===== config.mk =====
export PLATFORM = sky130hd
export DESIGN_NAME = vga_controller
export DESIGN_NICKNAME = d
export VERILOG_FILES = /design/src/rtl/vga_timing_pkg.sv /design/src/rtl/vga_counter.sv /design/src/rtl/vga_controller.sv
export SDC_FILE = /design/constraint.sdc
export NUM_CORES = 1
export LEC_CHECK = 0
export BUFFER_PORTS_ARGS = -buffer_cell sky130_fd_sc_hd__buf_2
export CAP_MARGIN = 20
export CELL_PAD_IN_SITES_DETAIL_PLACEMENT = 0
export CELL_PAD_IN_SITES_GLOBAL_PLACEMENT = 2
export CORE_MARGIN = 3
export CORE_UTILIZATION = 38
export CTS_BUF_LIST = sky130_fd_sc_hd__clkbuf_8
export DETAILED_ROUTE_END_ITERATION = 8
export PLACE_DENSITY_LB_ADDON = 0.1
export SLEW_MARGIN = 20
export SYNTH_ARGS = -nofsm -noshare
export SYNTH_HDL_FRONTEND = slang
export SYNTH_HIERARCHICAL = 1
export SYNTH_SLANG_ARGS = --single-unit

===== constraint.sdc =====
create_clock -name pclk -period 3.9 [get_ports pclk]
set_clock_uncertainty 0.1 [all_clocks]
set_input_delay 0.39 -clock pclk [delete_from_list [all_inputs] [get_ports pclk]]
set_output_delay 0.39 -clock pclk [all_outputs]
set_load 0.02 [all_outputs]

===== src/rtl/vga_timing_pkg.sv =====
// Shared 640x480@60 timing constants and decode helpers for the VGA timing generator.
package vga_timing_pkg;

  // Counter width used for both the horizontal and the vertical coordinate.
  localparam int CNT_W     = 10;
  // Largest total either counter can represent with CNT_W bits.
  localparam int MAX_TOTAL = 1 << CNT_W;

  // 640x480 @ 60 Hz timing, 25 MHz pixel clock.
  localparam int VGA_H_ACTIVE = 640;
  localparam int VGA_H_FP     = 16;
  localparam int VGA_H_SYNC   = 96;
  localparam int VGA_H_BP     = 48;
  localparam int VGA_V_ACTIVE = 480;
  localparam int VGA_V_FP     = 10;
  localparam int VGA_V_SYNC   = 2;
  localparam int VGA_V_BP     = 33;

  // Derived totals and sync windows (start inclusive, end exclusive).
  localparam int VGA_H_TOTAL      = VGA_H_ACTIVE + VGA_H_FP + VGA_H_SYNC + VGA_H_BP;
  localparam int VGA_V_TOTAL      = VGA_V_ACTIVE + VGA_V_FP + VGA_V_SYNC + VGA_V_BP;
  localparam int VGA_H_SYNC_START = VGA_H_ACTIVE + VGA_H_FP;
  localparam int VGA_H_SYNC_END   = VGA_H_SYNC_START + VGA_H_SYNC;
  localparam int VGA_V_SYNC_START = VGA_V_ACTIVE + VGA_V_FP;
  localparam int VGA_V_SYNC_END   = VGA_V_SYNC_START + VGA_V_SYNC;

  // True when lo <= v < hi. Compared in 32 bits so an end position equal
  // to MAX_TOTAL still works.
  function automatic logic in_window(input logic [CNT_W-1:0] v, input int lo, input int hi);
    return (int'(v) >= lo) && (int'(v) < hi);
  endfunction

endpackage


===== src/rtl/vga_counter.sv =====
// Modulo-N counter with enable, terminal-count flag and look-ahead next value.
module vga_counter #(
  parameter int N = 800,
  parameter int W = 10
) (
  input  logic         i_clk,
  input  logic         i_rst_n,
  input  logic         i_en,
  output logic [W-1:0] o_count,
  output logic [W-1:0] o_next,
  output logic         o_tc
);

  localparam logic [W-1:0] L_MAX = W'(N - 1);

  logic [W-1:0] r_count;
  logic         w_at_max;

  // Next value and wrap flag; o_next is what r_count holds after the next edge.
  always_comb begin
    w_at_max = (r_count == L_MAX);
    o_tc     = i_en && w_at_max;
    o_next   = r_count;
    if (i_en) begin
      o_next = w_at_max ? '0 : r_count + W'(1);
    end
  end

  // Count register.
  always_ff @(posedge i_clk or negedge i_rst_n) begin
    if (!i_rst_n) begin
      r_count <= '0;
    end else begin
      r_count <= o_next;
    end
  end

  assign o_count = r_count;

endmodule


===== src/rtl/vga_controller.sv =====
// VGA timing generator: pixel/line counters plus registered video_on and sync decode.
module vga_controller
  import vga_timing_pkg::*;
#(
  parameter int   H_ACTIVE = VGA_H_ACTIVE,
  parameter int   H_FP     = VGA_H_FP,
  parameter int   H_SYNC   = VGA_H_SYNC,
  parameter int   H_BP     = VGA_H_BP,
  parameter int   V_ACTIVE = VGA_V_ACTIVE,
  parameter int   V_FP     = VGA_V_FP,
  parameter int   V_SYNC   = VGA_V_SYNC,
  parameter int   V_BP     = VGA_V_BP,
  parameter logic SYNC_POL = 1'b0
) (
  input  logic             pclk,
  input  logic             rst,
  output logic [CNT_W-1:0] x,
  output logic [CNT_W-1:0] y,
  output logic             video_on,
  output logic             hsync,
  output logic             vsync
);

  localparam int H_TOTAL    = H_ACTIVE + H_FP + H_SYNC + H_BP;
  localparam int V_TOTAL    = V_ACTIVE + V_FP + V_SYNC + V_BP;
  localparam int H_SS       = H_ACTIVE + H_FP;
  localparam int H_SE       = H_SS + H_SYNC;
  localparam int V_SS       = V_ACTIVE + V_FP;
  localparam int V_SE       = V_SS + V_SYNC;

  // Totals must fit the counter width; stop elaboration otherwise.
  if (H_TOTAL > MAX_TOTAL || V_TOTAL > MAX_TOTAL) begin : g_bad_totals
    $fatal(1, "vga_controller: H_TOTAL=%0d / V_TOTAL=%0d exceed %0d", H_TOTAL, V_TOTAL, MAX_TOTAL);
  end

  logic [CNT_W-1:0] w_hcount;
  logic [CNT_W-1:0] w_hnext;
  logic             w_h_tc;
  logic [CNT_W-1:0] w_vcount;
  logic [CNT_W-1:0] w_vnext;
  logic             w_v_tc_unused;

  logic w_video_on_next;
  logic w_hsync_next;
  logic w_vsync_next;

  logic r_video_on;
  logic r_hsync;
  logic r_vsync;

  vga_counter #(.N(H_TOTAL), .W(CNT_W)) u_hcnt (
    .i_clk   (pclk),
    .i_rst_n (rst),
    .i_en    (1'b1),
    .o_count (w_hcount),
    .o_next  (w_hnext),
    .o_tc    (w_h_tc)
  );

  // Vertical counter advances only on the horizontal wrap.
  vga_counter #(.N(V_TOTAL), .W(CNT_W)) u_vcnt (
    .i_clk   (pclk),
    .i_rst_n (rst),
    .i_en    (w_h_tc),
    .o_count (w_vcount),
    .o_next  (w_vnext),
    .o_tc    (w_v_tc_unused)
  );

  // Decode from the next counter values so the registered flags line up with x/y.
  always_comb begin
    w_video_on_next = in_window(w_hnext, 0, H_ACTIVE) && in_window(w_vnext, 0, V_ACTIVE);
    w_hsync_next    = in_window(w_hnext, H_SS, H_SE) ? SYNC_POL : ~SYNC_POL;
    w_vsync_next    = in_window(w_vnext, V_SS, V_SE) ? SYNC_POL : ~SYNC_POL;
  end

  // Output registers; syncs idle at the deasserted level during reset.
  always_ff @(posedge pclk or negedge rst) begin
    if (!rst) begin
      r_video_on <= 1'b0;
      r_hsync    <= ~SYNC_POL;
      r_vsync    <= ~SYNC_POL;
    end else begin
      r_video_on <= w_video_on_next;
      r_hsync    <= w_hsync_next;
      r_vsync    <= w_vsync_next;
    end
  end

  assign x        = w_hcount;
  assign y        = w_vcount;
  assign video_on = r_video_on;
  assign hsync    = r_hsync;
  assign vsync    = r_vsync;

endmodule


# == Word-level counts from Yosys, hierarchy flattened ==
# Cells that the tools add are included.
# op_classes
addsub,2
n_lt_le_gt_ge,6
eq_ne,2
n_mux,5
n_reduce_logical,3
# ops
cell,count
$mux W10,3
$add A10 B1 Y10 const B,2
$eq A10 B10 Y1 const B,2
$lt A10 B10 Y1 const B,2
$lt A10 B9 Y1 const B,2
$ge A10 B10 Y1 const B,1
$ge A10 B9 Y1 const B,1
$logic_and A1 B1 Y1,3
$mux W1,2
# word_totals
register_bits,23
output_inout_bits,23

# == Logic depth before layout (Yosys ltp) ==
# Gate-level depths: netlist of the first run.
# depth
depth_word,6
ltp_mapped,9

# == Hierarchy ==
# The synthesis of the first run kept the hierarchy.
# modules_own_cells
mod,instances,cells_per_inst,area_per_inst_um2
vga_counter (u_vcnt),1,53,543.0
vga_counter (u_hcnt),1,46,519.2
vga_controller,1,13,140.1

# == Worst setup path before layout of the first run ==
# OpenSTA, ideal clock, no wires.
# synth_timing
kind,register -> register
from,reg u_hcnt.r_count[0] (netlist: u_hcnt/o_count[0])
to,reg r_video_on (netlist: video_on)
t_arrival_ns,2.398
t_required_ns,3.714
path_slack_ns,1.316
stages_incl_launch_ff,10
synth_period_minus_slack_ns,2.584
cell_sequence,dfrtp_1 -> ha_1 -> nand2_1 -> nor4_4 -> clkbuf_1 -> and4_1 -> nand3_1 -> xnor2_1 -> and4_1 -> nor3_1
# synth_via
elab_chain_len,4
# synth_rtl
item,line,source
start: declaration,vga_counter.sv:16,logic [W-1:0] r_count;
start signal: assignment,vga_counter.sv:34,r_count <= o_next;
$eq A10 B10 Y1,vga_counter.sv:21,w_at_max = (r_count == L_MAX);
named net w_h_tc,vga_controller.sv:38,logic w_h_tc;
$mux W10,vga_counter.sv:24,if (i_en) begin
named net w_vnext[6],vga_controller.sv:40,logic [CNT_W-1:0] w_vnext;
$lt A10 B9 Y1,vga_timing_pkg.sv:30,return (int'(v) >= lo) && (int'(v) < hi);
$logic_and A1 B1 Y1,vga_controller.sv:72,"w_video_on_next = in_window(w_hnext, 0, H_ACTIVE) && in_window(w_vnext, 0, V_ACTIVE);"
named net w_video_on_next,vga_controller.sv:43,logic w_video_on_next;
end signal: assignment,vga_controller.sv:84,r_video_on <= w_video_on_next;
end: declaration,vga_controller.sv:47,logic r_video_on;
# The timed path passes the listed nets, and every way through them passes these cells.

# == Worst setup path after layout of the first run ==
# layout_timing
from,reg u_hcnt.r_count[0] (netlist: u_hcnt/o_count[0])
to,reg r_vsync (netlist: vsync)
# layout_via
elab_chain_len,5
# layout_rtl
item,line,source
$eq A10 B10 Y1 (*),vga_counter.sv:21,
named net w_h_tc,vga_controller.sv:38,
$mux W10 (*),vga_counter.sv:24,
named net w_vnext[9],vga_controller.sv:40,
$ge A10 B9 Y1 or $lt A10 B9 Y1 (tied branches),vga_timing_pkg.sv:30,
$logic_and A1 B1 Y1 (*),vga_timing_pkg.sv:30,
$mux W1 (*),vga_controller.sv:74,"w_vsync_next = in_window(w_vnext, V_SS, V_SE) ? SYNC_POL : ~SYNC_POL;"
named net w_vsync_next,vga_controller.sv:45,logic w_vsync_next;
end signal: assignment,vga_controller.sv:82,r_vsync <= ~SYNC_POL;
end signal: assignment,vga_controller.sv:86,r_vsync <= w_vsync_next;
end: declaration,vga_controller.sv:49,logic r_vsync;
# Mark *: on every way through the listed nets, which the timed path passes. The rest lies on a longest branch.

==> results of run 1 <==
[layout by cell type, fill, tap and decap left out, drive strengths merged, types with 2 or more instances in the layout]
master and count:
buf 24, dfrtp 21, inv 8, nand3 8, nand4 7, nor3 7
nand2 6, xor2 5, xnor2 5, o21ai 5, nor2 4, a21oi 4
clkbuf 3, o31ai 3, ha 3, and4 2, dfstp 2, o311ai 2
or3 2, nor4 2, or4 2
[stage by stage]
stage / instances / power, mW / instance area [µm²] / hold slack, ps / setup WS, ps
2_1_floorplan: 112 / 0.457 / 1200 / -5.59 / 1320
3_3_place_gp: 176 / 0.522 / 1370 / 293 / 1090
3_5_place_dp: 176 / 0.524 / 1370 / 302 / 986
4_1_cts: 180 / 0.669 / 1410 / 11.3 / 929
5_1_grt: 180 / 0.708 / 1410 / 27.1 / 662
6_report: 180 / 0.659 / 1410 / -6.16 / 936
[sequential cells by signal, indices dropped and copies added, names as in the netlist]
name / count
video_on: 1
u_vcnt/o_count: 10
vsync: 1
u_hcnt/o_count: 10
hsync: 1
[power groups by stage]
stage               Clock [mW]  Sequential [mW]  Combinational [mW]
finish                   0.143            0.331               0.185
CTS                      0.148            0.332               0.188
floorplan                    0            0.373              0.0844
global route             0.159            0.342               0.208
global placement             0            0.334               0.188
detailed placement           0            0.337               0.187
[layout make-up]
type / count / area [µm²] / area share [%]
timing repair buffer: 24 / 120 / 8.51
inverter: 7 / 26.3 / 1.86
multi-input combinational: 80 / 589 / 41.8
clock inverter: 1 / 3.75 / 0.266
clock buffer: 3 / 41.3 / 2.93
tap: 42 / 52.6 / 3.72
sequential: 23 / 578 / 41.0
[logic make-up (layout without fill, tap and decap cells)]
kind of cell               Yosys count  count (layout)
xor gates and xnor gates            10              10
adders and majority gates            3               3
other                                1               1
muxes                                2               2
AOI/OAI and AO/OA                   18              18
buffers and inverters                9              35
DFF                                 23              23
and+or+nand+nor                     46              46
[critical path, delay by kind of cell, from the launching register on]
| family | cells | cell delay, ps |
|---|---|---|
| AOI/OAI and AO/OA | 1 | 290 |
| adders and majority gates | 1 | 190 |
| DFF | 1 | 430 |
| and+or+nand+nor | 6 | 1880 |
[routing by layer]
| metal | GRT usage, % | vias to the layer above | share of wire, % | wire length [µm] |
|---|---|---|---|---|
| met1 | 20.4 | 466 | 48 | 1230 |
| met2 | 21.5 | 31 | 45 | 1150 |
| met3 | 4.32 | 2 | 6.2 | 158 |
| li1 | - | 467 | - | - |
| met4 | 2.48 | 0 | 0.70 | 18 |
| met5 | 0 | - | 0 | 0 |
[worst max path at each step]
stage / startpoint / endpoint / slack (ps) / cells after the start
detailed placement: u_hcnt/o_count[0] / vsync / 990 / 8
finish: u_hcnt/o_count[0] / vsync / 940 / 8
global placement: u_hcnt/o_count[0] / vsync / 1090 / 8
global route: u_hcnt/o_count[0] / vsync / 660 / 8
floorplan: u_hcnt/o_count[0] / video_on / 1320 / 9
CTS: u_hcnt/o_count[0] / vsync / 930 / 8
==> reports/results.ini, run 1 <==
[pwr]
ir_drop_v = 0.000279
power.density_nw_per_um2 = 467
pwr-share-comb_pct = 28.1
power_switching_mw = 0.248
switching_share_pct = 37.6
pwr-share-clk_pct = 21.7
intPower_mw = 0.411
p_leak_nw = 0.621
seq_power_share_pct = 50.2

[sta]
finalSetupViolations = 0
whs_ps = -6.16
min_period_ps = 2960
tns_ps = 0
slew_headroom_pct = 48.0
rsz0062_at_grt = no
hold_violations = 8
slew_viol_final = 0
tightest_slew_ps = 774
max_freq_ghz = 0.337
period_share_pct = 76.0

[synth]
seq_area_frac_synth_pct = 48.1
synth_edf_count = 0
yosys.area_share.adder_pct = 3.12
synth_cell_type_count = 43
synthXorXnorAreaFrac_pct = 7.28
synth_nets = 117
synth_top_area_share_pct = 43.7
synthMuxAreaShare_pct = 1.77
ys_top_cells_by_count = dfrtp_1, inv_1, nand4_1, nand3_1, nor3_1
yosys_register_bits = 23
yosys.area.top_type = dfrtp_1
yosys.area_share.simple_pct = 26.7
synth_ff_type = dfrtp_1
synth_top_family_by_area = simple AND/OR/NAND/NOR gates
synthTopCellsByArea = dfrtp_1, dfstp_2, nand4_1
synth_warnings = 6
synth_compound_area_share_pct = 9.78
synth_most_common_cell = dfrtp_1
synth.avg_cell_area_um2 = 10.7
netlist_instances = 112
async_flop_share_pct = 100
syn_area_um2 = 1200

[global_route]
grt_pass1_wl_um = 4530
grt_max_degree = 24
grt_use_total_pct = 14.3
antenna_found_initial = 0
grt_overflow = 0
grt_pass1_vias = 921

[worst_setup_path]
required_ps = 4000
cpPeakStageDelay_ps = 700
cp-start-kind = register
path_cells = ha_1 > nand2_1 > nor4_4 > nand4_1 > or4_1 > a21oi_1 > nor4b_1 > nand3_1
r2r-end = vsync
r2r_setup_slack_ps = 940
worstPathMaxFanout = 16
end_kind = register
cp_slowest_cell = nor4_4
crit_type = register to register
worstRegToRegCells = 8
critical_path_arrival_ps = 3060
rr_startpoint = u_hcnt/o_count[0]

[floorplanning]
start_util_pct = 41.8
core_um2 = 2880
row_count = 19
die_w_um = 62.3
die_h_um = 62.3
die-area_um2 = 3880
io-pin-count = 25

[detailed_routing]
drtAntennaViolNets = 0
vias_per_cell = 5.37
wl_um = 2560
drc_errors = 0
dr.pass1.iters = 4
num_vias = 966
wl_per_cell_um = 14.2
drt_iter0_markers = 44

[cells_and_area]
post-route-util_pct = 49.1
area_delta_synth_final_pct = 17.4
final_nets = 144
n_fill_cell = 271
num_antenna_cells = 0
drive_above_1_share_pct = 30.4

[outcome]
status = finished with violations
violations = hold timing

[clock_network]
cts.clk_slew.worst_paths_ps = 80
cts_tree = yes
cts_buffer_depth = 2
hold_buffers = 0
numCtsBuffers = 3
clock-root-buffer = clkbuf_8
clk_latency_ps = 260
htree_levels = 1
clock_sinks = 23
cts_setup_buffers = 0
cts_resized = 0

[placed_design]
numPortBuffers = 24
finalWeightedCongestion = 0.777
hpwl_um = 1900

[run]
cap_violations = 0

[hold_path]
hold_path.class = input pin to asynchronous set/reset pin

No activity file was read; power rests on OpenSTA's default activity.
==> run 2, diff against run 1 <==
--- a/config.mk
+++ b/config.mk
@@ -10,7 +10,7 @@
 export CELL_PAD_IN_SITES_DETAIL_PLACEMENT = 0
 export CELL_PAD_IN_SITES_GLOBAL_PLACEMENT = 2
 export CORE_MARGIN = 3
-export CORE_UTILIZATION = 38
+export CORE_UTILIZATION = 35
 export CTS_BUF_LIST = sky130_fd_sc_hd__clkbuf_8
 export DETAILED_ROUTE_END_ITERATION = 8
 export PLACE_DENSITY_LB_ADDON = 0.1
==> constraint.sdc (replaced) <==
create_clock -name pclk -period 3.1 [get_ports pclk]
set_clock_uncertainty 0.1 [all_clocks]
set_input_delay 0.31 -clock pclk [delete_from_list [all_inputs] [get_ports pclk]]
set_output_delay 0.31 -clock pclk [all_outputs]
set_load 0.02 [all_outputs]
==> run 2 against run 1 <==
- sequential power up 26%
- via count up 0.21%
- global-route usage up 0.38 points
- worst setup slack worse by 390 ps
- utilization down 3.7 points
- clock power up 30%
- critical path depth up 1
- design area up 1.4%
- wire length up 5.3%
- the run now ends clean
==> reports/results.ini, run 2 (synthesized netlist as in run 1, its figures left out) <==
[outcome]
status = completed  ; was finished with violations

[detailed_routing]
num_vias = 968  ; was 966
drtAntennaViolNets = 0  ; unchanged
vias_per_cell = 5.26  ; was 5.37
drt_iter0_markers = 31  ; was 44
wl_per_cell_um = 14.6  ; was 14.2 µm
drc_errors = 0  ; unchanged
wl_um = 2690  ; was 2560 µm
dr.pass1.iters = 4  ; unchanged

[floorplanning]
die_h_um = 64.6  ; was 62.3 µm
core_um2 = 3150  ; was 2880 µm²
die-area_um2 = 4170  ; was 3880 µm²
io-pin-count = 25  ; unchanged
die_w_um = 64.6  ; was 62.3 µm
row_count = 20  ; was 19
start_util_pct = 38.1  ; was 41.8%

[global_route]
grt_pass1_vias = 927  ; was 921
grt_overflow = 0  ; unchanged
antenna_found_initial = 0  ; unchanged
grt_max_degree = 24  ; unchanged
grt_use_total_pct = 14.6  ; was 14.3%
grt_pass1_wl_um = 4770  ; was 4530 µm

[sta]
hold_violations = 0  ; was 8
period_share_pct = 82.2  ; was 76.0%
slew_viol_final = 0  ; unchanged
max_freq_ghz = 0.392  ; was 0.337 GHz
tns_ps = 0  ; unchanged
finalSetupViolations = 0  ; unchanged
slew_headroom_pct = 64.4  ; was 48.0%
rsz0062_at_grt = no  ; unchanged
min_period_ps = 2550  ; was 2960 ps
tightest_slew_ps = 534  ; was 774 ps

[clock_network]
cts_tree = yes  ; unchanged
numCtsBuffers = 3  ; unchanged
clock-root-buffer = clkbuf_8  ; unchanged
cts_buffer_depth = 2  ; unchanged
cts_setup_buffers = 0  ; unchanged
cts.clk_slew.worst_paths_ps = 80  ; about the same
clk_latency_ps = 260  ; about the same
htree_levels = 1  ; unchanged
clock_sinks = 23  ; unchanged

[placed_design]
numPortBuffers = 24  ; unchanged
hpwl_um = 1920  ; was 1900 µm
finalWeightedCongestion = 0.764  ; was 0.777

[hold_path]
hold_path.class = input pin to asynchronous set/reset pin  ; unchanged

[pwr]
ir_drop_v = 0.000179  ; was 0.000279 V
p_leak_nw = 0.630  ; was 0.621 nW
power.density_nw_per_um2 = 583  ; was 467 nW/µm²

[cells_and_area]
final_nets = 146  ; was 144
num_antenna_cells = 0  ; unchanged
post-route-util_pct = 45.4  ; was 49.1%
layout_commonest_cell = buf_2  ; unchanged
area_delta_synth_final_pct = 19.0  ; was 17.4%
final_cell_mix = buf_2, dfrtp_1, inv_1  ; unchanged
drive_above_1_share_pct = 30.7  ; was 30.4%

[worst_setup_path]
crit_path_start = u_hcnt/o_count[0]  ; unchanged
end_kind = register  ; unchanged
r2r_setup_slack_ps = 550  ; was 940 ps
worstPathMaxFanout = 15  ; was 16
required_ps = 3180  ; was 4000 ps
cp-start-kind = register  ; unchanged
crit_type = register to register  ; unchanged
rr_startpoint = u_hcnt/o_count[0]  ; unchanged
critical_path_arrival_ps = 2630  ; was 3060 ps

[run]
cap_violations = 0  ; unchanged

-- run 2: cell count changes in the layout (fill, tap and decap cells not counted), sizes merged --
cell         before  now
dlygate4sd3       0    1
buf              24   25
-- run 2: power by group --
part / total [mW] / internal (mW) / switching, mW
Combinational: 0.233 / 0.0864 / 0.146
Sequential: 0.416 / 0.344 / 0.0722
Clock: 0.186 / 0.0884 / 0.0973
Total: 0.835 / 0.519 / 0.316
-- run 2: final timing paths --
check	end	cells past startpoint
setup / recovery	video_on	9
hold / removal	u_hcnt/o_count[2]	2
setup reg to reg	video_on	9
hold reg to reg	u_vcnt/o_count[8]	1
max in group asynchronous	vsync	2
min in group pclk	u_vcnt/o_count[8]	1
-- run 2: repair_timing --
action / 4_1_cts / 5_1_grt
resized for setup: 0 / 0
endpoints found under the hold margin: 21 / 0
hold buffers: 1 / 0
-- run 2: worst max-delay path, stage by stage (launching register included) --
cell and delay, ps:
dfrtp_1 440, ha_1 200, nand2_1 190, nor4_4 280
buf_4 250, and4_1 310, nand3_1 120, xnor2_1 150
and4_1 240, nor3_1 180
-- run 2: through the flow --
| stage | hold WS (ps) | cells | worst slack [ps] | power, mW | instance area (µm²) |
|---|---|---|---|---|---|
| floorplan | -85.6 | 112 | 516 | 0.575 | 1200 |
| detailed placement | 228 | 179 | 546 | 0.657 | 1380 |
| CTS | 467 | 184 | 519 | 0.849 | 1430 |
| global placement | 224 | 179 | 537 | 0.654 | 1380 |
| global route | 505 | 184 | 259 | 0.900 | 1430 |
| finish | 457 | 184 | 551 | 0.835 | 1430 |
-- run 2: routing by layer --
metal	part of all wire (%)	track usage, %
met4	0.48	4.75
met3	3.6	2.25
met2	49	23.1
met5	0	0
met1	47	20.5
-- run 2: cell type report --
| cell class | count | area (µm²) |
|---|---|---|
| fill | 325 | 1720 |
| sequential | 23 | 578 |
| tap | 44 | 55.1 |
| clock inverter | 1 | 3.75 |
| multi-input combinational | 80 | 589 |
| timing repair buffer | 26 | 138 |
| inverter | 7 | 26.3 |
| clock buffer | 3 | 41.3 |
==> run 3, diff against run 2 <==
--- a/config.mk
+++ b/config.mk
@@ -5,12 +5,13 @@
 export SDC_FILE = /design/constraint.sdc
 export NUM_CORES = 1
 export LEC_CHECK = 0
+export ABC_AREA = 1
 export BUFFER_PORTS_ARGS = -buffer_cell sky130_fd_sc_hd__buf_2
 export CAP_MARGIN = 20
 export CELL_PAD_IN_SITES_DETAIL_PLACEMENT = 0
 export CELL_PAD_IN_SITES_GLOBAL_PLACEMENT = 2
 export CORE_MARGIN = 3
-export CORE_UTILIZATION = 35
+export CORE_UTILIZATION = 32
 export CTS_BUF_LIST = sky130_fd_sc_hd__clkbuf_8
 export DETAILED_ROUTE_END_ITERATION = 8
 export PLACE_DENSITY_LB_ADDON = 0.1
==> constraint.sdc (replaced) <==
create_clock -name pclk -period 2.6 [get_ports pclk]
set_clock_uncertainty 0.1 [all_clocks]
set_input_delay 0.26 -clock pclk [delete_from_list [all_inputs] [get_ports pclk]]
set_output_delay 0.26 -clock pclk [all_outputs]
set_load 0.02 [all_outputs]
==> run 3 against run 2 <==
- worst hold slack got worse by 57 ps
- fmax increased by 12%
- synthesized area grew 8.2%
- combinational power increased by 29%
- die area rose by 17%
- clock-buffer cell count stayed put
- final cell count up 37%
- design area rose by 9.0%
- first-iteration DRC count is 19% lower
- clock power increased by 22%
- register-to-register slack got worse by 230 ps
- synthesized cell count rose by 52%
==> reports/results.ini, run 3 <==
[worst_setup_path]
cp_slowest_cell = dfrtp_1  ; unchanged
rr_startpoint = u_hcnt/o_count[0]  ; unchanged
cpLargestDelayFamily = simple AND/OR/NAND/NOR gates  ; unchanged
critical_path_arrival_ps = 2340  ; was 2630 ps
r2r-end = video_on  ; unchanged
worstPathMaxFanout = 5  ; was 15
cp_num_buf_inv = 3  ; was 1
path_cells = ha_1 > inv_1 > nor2_1 > nand3_1 > inv_1 > nand3_2 > nor2_4 > nand3_1 > nand2_1 > nand2_1 > inv_1 > nand2_1 > nor2_1 > nor2_1  ; was ha_1 > nand2_1 > nor4_4 > buf_4 > and4_1 > nand3_1 > xnor2_1 > and4_1 > nor3_1
end_kind = register  ; unchanged
r2r_setup_slack_ps = 320  ; was 550 ps
worstRegToRegCells = 14  ; was 9
required_ps = 2660  ; was 3180 ps
crit_type = register to register  ; unchanged
cpPeakStageDelay_ps = 410  ; was 440 ps
cp-start-kind = register  ; unchanged

[detailed_routing]
drc_errors = 0  ; unchanged
num_vias = 1116  ; was 968
dr.pass1.iters = 4  ; unchanged
drt_iter0_markers = 25  ; was 31
wl_um = 3030  ; was 2690 µm
vias_per_cell = 4.43  ; was 5.26
wl_per_cell_um = 12.0  ; was 14.6 µm
drtAntennaViolNets = 0  ; unchanged

[global_route]
grt_pass1_wl_um = 5100  ; was 4770 µm
grt_pass1_vias = 1127  ; was 927
grt_use_total_pct = 12.9  ; was 14.6%
antenna_found_initial = 0  ; unchanged
grt_overflow = 0  ; unchanged
grt_max_degree = 24  ; unchanged

[clock_network]
cts_tree = yes  ; unchanged
clock_sinks = 23  ; unchanged
cts_resized = 0  ; unchanged
clk_latency_ps = 270  ; was 260 ps
cts_buffer_depth = 2  ; unchanged
cts_setup_buffers = 0  ; unchanged
htree_levels = 1  ; unchanged
numCtsBuffers = 3  ; unchanged
cts.clk_slew.worst_paths_ps = 90  ; was 80 ps
clock-root-buffer = clkbuf_8  ; unchanged
hold_buffers = 1  ; unchanged

[synth]
synthTopCellsByArea = dfrtp_1, nand2_1, inv_1  ; was dfrtp_1, dfstp_2, nand4_1
syn_area_um2 = 1300  ; was 1200 µm²
netlist_instances = 170  ; was 112
synth.avg_cell_area_um2 = 7.65  ; was 10.7 µm²
yosys.area.top_type = dfrtp_1  ; unchanged
ys_top_cells_by_count = nand2_1, inv_1, nor2_1, dfrtp_1, nand3_1  ; was dfrtp_1, inv_1, nand4_1, nand3_1, nor3_1
synth_ff_type = dfrtp_1  ; unchanged
synth_cell_type_count = 25  ; was 43
seq_area_frac_synth_pct = 44.4  ; was 48.1%
synth_top_area_share_pct = 40.4  ; was 43.7%
yosys_register_bits = 23  ; unchanged
async_flop_share_pct = 100  ; unchanged
synth_warnings = 6  ; unchanged
synth_edf_count = 0  ; unchanged
synth_most_common_cell = nand2_1  ; was dfrtp_1

[pwr]
switching_share_pct = 37.5  ; was 37.8%
seq_power_share_pct = 47.2  ; was 49.9%
power_switching_mw = 0.374  ; was 0.316 mW
ir_drop_v = 0.000198  ; was 0.000179 V
power_mw = 0.997  ; was 0.835 mW
p_leak_nw = 0.869  ; was 0.630 nW
pwr-share-clk_pct = 22.7  ; was 22.2%
pwr-share-comb_pct = 30.1  ; was 27.9%
power.density_nw_per_um2 = 639  ; was 583 nW/µm²
intPower_mw = 0.623  ; was 0.519 mW

[cells_and_area]
num_antenna_cells = 0  ; unchanged
drive_above_1_share_pct = 21.6  ; was 30.7%
final_cell_mix = nand2_1, inv_1, nor2_1  ; was buf_2, dfrtp_1, inv_1
area_delta_synth_final_pct = 19.9  ; was 19.0%
layout_commonest_cell = nand2_1  ; was buf_2
final_nets = 210  ; was 146

[placed_design]
numPortBuffers = 24  ; unchanged
finalWeightedCongestion = 0.719  ; was 0.764
hpwl_um = 2370  ; was 1920 µm

[sta]
finalSetupViolations = 0  ; unchanged
period_share_pct = 87.6  ; was 82.2%
tightest_slew_ps = 541  ; was 534 ps
slew_headroom_pct = 63.9  ; was 64.4%
max_freq_ghz = 0.439  ; was 0.392 GHz
rsz0062_at_grt = no  ; unchanged
min_period_ps = 2280  ; was 2550 ps
slew_viol_final = 0  ; unchanged
hold_violations = 0  ; unchanged
tns_ps = 0  ; unchanged

[floorplanning]
io-pin-count = 25  ; unchanged
die-area_um2 = 4870  ; was 4170 µm²
die_w_um = 69.8  ; was 64.6 µm
start_util_pct = 34.3  ; was 38.1%
core_um2 = 3800  ; was 3150 µm²
die_h_um = 69.8  ; was 64.6 µm
row_count = 22  ; was 20

[outcome]
status = completed  ; unchanged

[hold_path]
hold_path.class = input pin to asynchronous set/reset pin  ; unchanged

[run]
cap_violations = 0  ; unchanged

run 3: cell type report:
class	instances	area [µm²]
Tap cell	48	60.1
Clock inverter	1	5.00
Timing Repair Buffer	26	138
Fill cell	396	2240
Inverter	34	128
Clock buffer	3	41.3
Multi-Input combinational cell	117	611
Sequential cell	23	578
run 3: worst register-to-register path: cells and delay by family, from the launching register on:
| family | cells | cell delay, ps |
|---|---|---|
| and+or+nand+nor | 10 | 1170 |
| buffers and inverters | 3 | 310 |
| adders and majority gates | 1 | 180 |
| DFF | 1 | 410 |
run 3: cells by family after synthesis:
family,after synthesis,share of synthesized area (%)
buffers and inverters,34,9.81
adders and majority gates,3,2.88
other,1,0.288
DFF,23,44.4
muxes,1,0.865
AOI/OAI and AO/OA,6,2.79
xor gates and xnor gates,9,6.06
and+or+nand+nor,93,32.9
run 3: metal layers:
layer,vias up,GRT usage (%),share of wire [%],routed length (µm)
li1,582,-,-,-
met5,-,0,0,0
met4,0,4.47,1.2,36
met2,16,23.0,50,1530
met1,514,15.4,45,1350
met3,4,2.32,3.7,112
run 3: metrics by stage:
step           util [%]  hold WS, ps  instance area [µm²]  worst slack, ps  cells
2_1_floorplan         -         -136                 1320              416    174
3_3_place_gp       39.6          169                 1500              381    247
3_5_place_dp       39.6          171                 1500              311    247
4_1_cts            41.1          411                 1560              301    252
5_1_grt            41.1          458                 1560              113    252
6_report           41.1          399                 1560              322    252
run 3: worst max path at each step:
stage                      startpoint       end  slack, ps  depth (start not counted)
floorplan           u_hcnt/o_count[0]  video_on        420                         14
global placement    u_hcnt/o_count[0]  video_on        380                         14
detailed placement  u_hcnt/o_count[0]  video_on        310                         14
CTS                 u_hcnt/o_count[0]  video_on        300                         14
global route        u_hcnt/o_count[0]  video_on        110                         14
finish              u_hcnt/o_count[0]  video_on        320                         14
run 3: power groups by stage:
stage	logic (mW)	clock network [mW]	registers [mW]
after global placement	0.312	0	0.472
final	0.300	0.226	0.471
after detailed placement	0.304	0	0.479
after CTS	0.308	0.233	0.472
after floorplan	0.149	0	0.531
after global routing	0.337	0.252	0.480
